==> config.mk <==
export PLATFORM = sky130hd
export DESIGN_NAME = axi256_burst_master
export DESIGN_NICKNAME = d
export VERILOG_FILES = /design/src/rtl/axi256_burst_master.sv
export SDC_FILE = /design/constraint.sdc
export NUM_CORES = 1
export LEC_CHECK = 0
export CORE_AREA = 4 4 479 481
export CTS_CLUSTER_DIAMETER = 80
export DETAILED_ROUTE_END_ITERATION = 12
export DIE_AREA = 0 0 483 485
export PLACE_DENSITY = 0.3
export SLEW_MARGIN = 25
export SYNTH_ARGS = -nofsm -noshare
export SYNTH_HDL_FRONTEND = slang
export SYNTH_SLANG_ARGS = --single-unit
export TNS_END_PERCENT = 10
==> constraint.sdc <==
create_clock -name clk_i -period 3.4 [get_ports clk_i]
set_input_delay 0.68 -clock clk_i [delete_from_list [all_inputs] [get_ports clk_i]]
set_output_delay 0.68 -clock clk_i [all_outputs]
set_load 0.05 [all_outputs]
==> src/rtl/axi256_burst_master.sv <==
// Single-outstanding AXI4 INCR burst initiator for the 256-bit DDR port.
// Turns one client command into an address phase, its data beats and a completion pulse.
module axi256_burst_master #(
    parameter int ADDR_W = 32,
    parameter int DATA_W = 256
) (
    input  logic                  clk_i,
    input  logic                  rst_n_i,
    input  logic                  cmd_valid_i,
    output logic                  cmd_ready_o,
    input  logic                  cmd_wr_i,
    input  logic [ADDR_W-1:0]     cmd_addr_i,
    input  logic [7:0]            cmd_len_i,
    input  logic                  wr_valid_i,
    input  logic [DATA_W-1:0]     wr_data_i,
    input  logic [DATA_W/8-1:0]   wr_strb_i,
    output logic                  wr_ready_o,
    output logic                  rd_valid_o,
    output logic [DATA_W-1:0]     rd_data_o,
    input  logic                  rd_ready_i,
    output logic                  done_o,
    output logic                  err_o,
    output logic                  outport_awvalid_o,
    input  logic                  outport_awready_i,
    output logic [ADDR_W-1:0]     outport_awaddr_o,
    output logic [7:0]            outport_awlen_o,
    output logic                  outport_wvalid_o,
    input  logic                  outport_wready_i,
    output logic [DATA_W-1:0]     outport_wdata_o,
    output logic [DATA_W/8-1:0]   outport_wstrb_o,
    output logic                  outport_wlast_o,
    input  logic                  outport_bvalid_i,
    output logic                  outport_bready_o,
    input  logic [1:0]            outport_bresp_i,
    output logic                  outport_arvalid_o,
    input  logic                  outport_arready_i,
    output logic [ADDR_W-1:0]     outport_araddr_o,
    output logic [7:0]            outport_arlen_o,
    input  logic                  outport_rvalid_i,
    output logic                  outport_rready_o,
    input  logic [DATA_W-1:0]     outport_rdata_i,
    input  logic [1:0]            outport_rresp_i,
    input  logic                  outport_rlast_i
);

    typedef enum logic [2:0] {S_IDLE, S_AW, S_W, S_B, S_AR, S_R} state_t;

    state_t              state_q, state_d;
    logic [ADDR_W-1:0]   addr_q;
    logic [7:0]          len_q;
    logic [7:0]          cnt_q;
    logic                rerr_q;
    logic                done_q;
    logic                err_q;

    // Bursts must stay inside one 4KB page: 32-byte beat index plus len may not pass 127.
    logic [8:0] page_end;
    logic       cross_4k;
    assign page_end = {2'b00, cmd_addr_i[11:5]} + {1'b0, cmd_len_i};
    assign cross_4k = page_end > 9'd127;

    logic last_beat, w_hs, r_hs, beat_err;
    assign last_beat = (cnt_q == len_q);
    assign w_hs      = outport_wvalid_o & outport_wready_i;
    assign r_hs      = outport_rvalid_i & outport_rready_o;
    assign beat_err  = (outport_rresp_i != 2'b00) || (outport_rlast_i && !last_beat) ||
                       (last_beat && !outport_rlast_i);

    assign done_o           = done_q;
    assign err_o            = err_q;
    assign outport_awaddr_o = addr_q;
    assign outport_araddr_o = addr_q;
    assign outport_awlen_o  = len_q;
    assign outport_arlen_o  = len_q;

    always_ff @(posedge clk_i or negedge rst_n_i) begin
        if (!rst_n_i) state_q <= S_IDLE;
        else          state_q <= state_d;
    end

    always_comb begin
        state_d           = state_q;
        cmd_ready_o       = 1'b0;
        outport_awvalid_o = 1'b0;
        outport_arvalid_o = 1'b0;
        outport_wvalid_o  = 1'b0;
        outport_wdata_o   = '0;
        outport_wstrb_o   = '0;
        outport_wlast_o   = 1'b0;
        wr_ready_o        = 1'b0;
        outport_bready_o  = 1'b0;
        outport_rready_o  = 1'b0;
        rd_valid_o        = 1'b0;
        rd_data_o         = '0;
        case (state_q)
            S_IDLE: begin
                cmd_ready_o = 1'b1;
                if (cmd_valid_i && !cross_4k) state_d = cmd_wr_i ? S_AW : S_AR;
            end
            S_AW: begin
                outport_awvalid_o = 1'b1;
                if (outport_awready_i) state_d = S_W;
            end
            S_W: begin
                outport_wvalid_o = wr_valid_i;
                outport_wdata_o  = wr_data_i;
                outport_wstrb_o  = wr_strb_i;
                outport_wlast_o  = last_beat;
                wr_ready_o       = outport_wready_i;
                if (wr_valid_i && outport_wready_i && last_beat) state_d = S_B;
            end
            S_B: begin
                outport_bready_o = 1'b1;
                if (outport_bvalid_i) state_d = S_IDLE;
            end
            S_AR: begin
                outport_arvalid_o = 1'b1;
                if (outport_arready_i) state_d = S_R;
            end
            S_R: begin
                rd_valid_o       = outport_rvalid_i;
                rd_data_o        = outport_rdata_i;
                outport_rready_o = rd_ready_i;
                if (outport_rvalid_i && rd_ready_i && (outport_rlast_i || last_beat))
                    state_d = S_IDLE;
            end
            default: state_d = S_IDLE;
        endcase
    end

    always_ff @(posedge clk_i or negedge rst_n_i) begin
        if (!rst_n_i) begin
            addr_q <= '0;
            len_q  <= '0;
            cnt_q  <= '0;
            rerr_q <= 1'b0;
            done_q <= 1'b0;
            err_q  <= 1'b0;
        end else begin
            done_q <= 1'b0;
            err_q  <= 1'b0;
            case (state_q)
                S_IDLE: if (cmd_valid_i) begin
                    addr_q <= cmd_addr_i & ~{{(ADDR_W-5){1'b0}}, 5'h1f};
                    len_q  <= cmd_len_i;
                    rerr_q <= 1'b0;
                    if (cross_4k) begin
                        done_q <= 1'b1;
                        err_q  <= 1'b1;
                    end
                end
                S_AW: if (outport_awready_i) cnt_q <= '0;
                S_AR: if (outport_arready_i) cnt_q <= '0;
                S_W:  if (w_hs) cnt_q <= cnt_q + 8'd1;
                S_B: if (outport_bvalid_i) begin
                    done_q <= 1'b1;
                    err_q  <= (outport_bresp_i != 2'b00);
                end
                S_R: if (r_hs) begin
                    cnt_q  <= cnt_q + 8'd1;
                    rerr_q <= rerr_q | beat_err;
                    if (outport_rlast_i || last_beat) begin
                        done_q <= 1'b1;
                        err_q  <= rerr_q | beat_err;
                    end
                end
                default: ;
            endcase
        end
    end

endmodule

==> flow_summary.ini <==
[outcome]
status = finished, final reports clean

[global_routing]
grt_pass1_vias = 13000
gr-total-overflow = 0
gr-usage-all-layers = 0.157
grt_start_max_net_pins = 138
grt_pass1_wl_mm = 223
antenna_found_initial = 366

[critical_path]
start_kind = flip-flop
cp_common_cell = buf_12
cp.buffers_inverters = 5
reg2reg_depth = 5
cp-endpoint = outport_wdata_o[146]
r2r_start = state_q[0]
cpPeakStageDelay_ns = 0.47
slowest_stage = dfrtp_2
cp-startpoint = state_q[1]
critPathRequiredTime_ns = 2.72
crit_type = flip-flop to output pin
r2r_slack_ns = 0.90
path_depth = 7
path_delay_family = buffers and inverters
end_kind = output pin
cp_data_arrival_time_ns = 2.50
crit_chain = inv_2 -> nor2_4 -> buf_12 -> buf_12 -> buf_4 -> and3_1 -> buf_12
cp_max_fo = 63
reg2reg_to = cnt_q[7]

[yosys]
synth_seq_cells = 49
yosysTopAreaCellShare = 0.281
netlist_top_cells_area = and3_1 28%, and2_1 25%, dfrtp_1 19%, nand2_1 6.2%, clkbuf_1 5.5%
ys_seq_area_frac = 0.186
syn_avg_cell_area_um2 = 6.81
ys_types = 43
synth_area_um2 = 6600
yosys_warnings = 0
netlist_instances = 970
synth_top_area_cell = and3_1

[pwr]
total_power_uw = 17900
cellPowerDensity_nw_per_um2 = 688
p_leak_uw = 0.0106
peakVddDrop_mv = 0.349

[place]
port_buffers = 1219
gp_congestion = 0.866
dp_hpwl_mm = 180
post-place-ws_ns = 0.400
placed_area_um2 = 25800

[route]
wire_per_inst_um = 37.5
drc = 0
drtIter0Drc = 591
postRouteAntennaNets = 0
avgViaCountPerCell = 2.62
drt-total-wl_mm = 191
vias = 13400
dr.pass1.iters = 4

[clock_network]
cts_tree = yes
clk_path_buf_depth = 2
root_buffer = clkbuf_16
path_clk_slew_ns = 0.08
clock_latency_ns = 0.34
h-tree-depth = 2
clock_sinks = 49
hold_buffers = 0
tritoncts.num_buffers = 5

[cells_and_area]
final_core_util = 0.116
drive_above_1_share = 0.281
final_area_um2 = 26000
multi_input_area_um2 = 4640
area_delta_synth_final_pct = 293
fillerInstances = 25800
fin_nets = 2689
seq_area_um2 = 1230

[timing]
hold_viol_final = 0
worstMarginPinSlew_ns = 1.02
slew_viol_final = 0
tns_ns = 0
setup_viol = 0
timing.final.crit_share = 0.936
period_needed_ns = 3.18
maxSlewHeadroom = 0.310
finalWorstSetupSlack_ns = 0.216
max_freq_mhz = 314
skew_ns = 0.0109
rsz0062_at_grt = no

[flow_run]
max-cap-violations = 0

[die]
rows = 174
core_area_um2 = 225000
start_util = 0.0294
num_io_pins = 1235
die_x_um = 483
die_area_um2 = 234000
dieHeight_um = 485

[min_path]
hold_path.class = input port to asynchronous set/reset pin
final cells by class:
type,count,share of cell area
clock inverter,3,0.000963
timing repair buffer,1245,0.620
multi-input combinational,772,0.179
inverter,7,0.00130
tap,2992,0.144
antenna,30,0.00289
sequential,49,0.0472
clock buffer,5,0.00482
stage by stage:
step | hold slack, ns | cells
5_1_grt | 0.440 | 5077
4_1_cts | 0.425 | 5073
2_1_floorplan | 0.384 | 979
3_5_place_dp | 0.492 | 5065
3_3_place_gp | 0.488 | 5065
6_report | 0.398 | 5103
cell families after synthesis:
group                      after synthesis  synth area share
DFF                                     49             0.186
adders and majority gates                9            0.0182
and+or+nand+nor                        703             0.623
xor gates and xnor gates                 9            0.0119
other                                    1          0.000568
AOI/OAI and AO/OA                       41            0.0417
buffers and inverters                  158             0.119
routing by layer:
layer / GRT usage / wire length, um
met5: 0 / 1020
met3: 0.149 / 39400
met4: 0.00808 / 3350
met1: 0.147 / 60800
met2: 0.261 / 86800
registers in the layout, indices dropped and copies added, names as in the netlist:
register	cells
done_o	1
cnt_q	8
outport_araddr_o	27
err_o	1
rerr_q	1
state_q	3
outport_arlen_o	8
cell usage after synthesis (all sizes together):
cell	count
nand4b	1
ha	8
clkbuf	96
nand3	4
conb	1
nor2b	2
nand4	3
and2	260
a211oi	1
or4	1
o31ai	3
a22o	1
o21ai	19
a21oi	6
o21a	1
a2bb2oi	1
a31oi	2
o211ai	1
nor2	12
and4b	1
o21bai	1
nor3b	2
nand2	109
and3	297
buf	55
o221a	1
inv	7
o21ba	1
xnor2	9
dfrtp	49
nand2b	3
fa	1
a311oi	1
or2	1
nor3	6
o22ai	2
nor4	1
worst min-delay path by stage:
stage / cells after the start / end / slack, ns
after floorplan: 0 / cnt_q[0] / 0.38
after global placement: 2 / outport_araddr_o[17] / 0.49
after detailed placement: 2 / outport_araddr_o[15] / 0.49
after CTS: 1 / outport_araddr_o[21] / 0.42
after global routing: 1 / outport_araddr_o[21] / 0.44
final: 1 / outport_araddr_o[21] / 0.40
power breakdown:
group | internal [uW] | switching, uW | total (uW)
Sequential | 820 | 374 | 1190
Combinational | 5830 | 10300 | 16100
Clock | 279 | 304 | 583
layout by cell type (no fill, tap or decap), types with 10 or more instances in the layout:
master,instances
and2_1,259
and3_1,296
buf_12,404
buf_4,156
clkdlybuf4s50_1,684
conb_1,10
dfrtp_1,48
diode_2,30
nand2_1,108
nor2_1,11
o21ai_0,18
timing repair:
| action | CTS | global route |
|---|---|---|
| endpoints found under the setup margin | 0 | 5 |
| gates resized for setup | 0 | 1 |
| buffers inserted | 0 | 0 |
No activity file was read; power rests on OpenSTA's default activity.
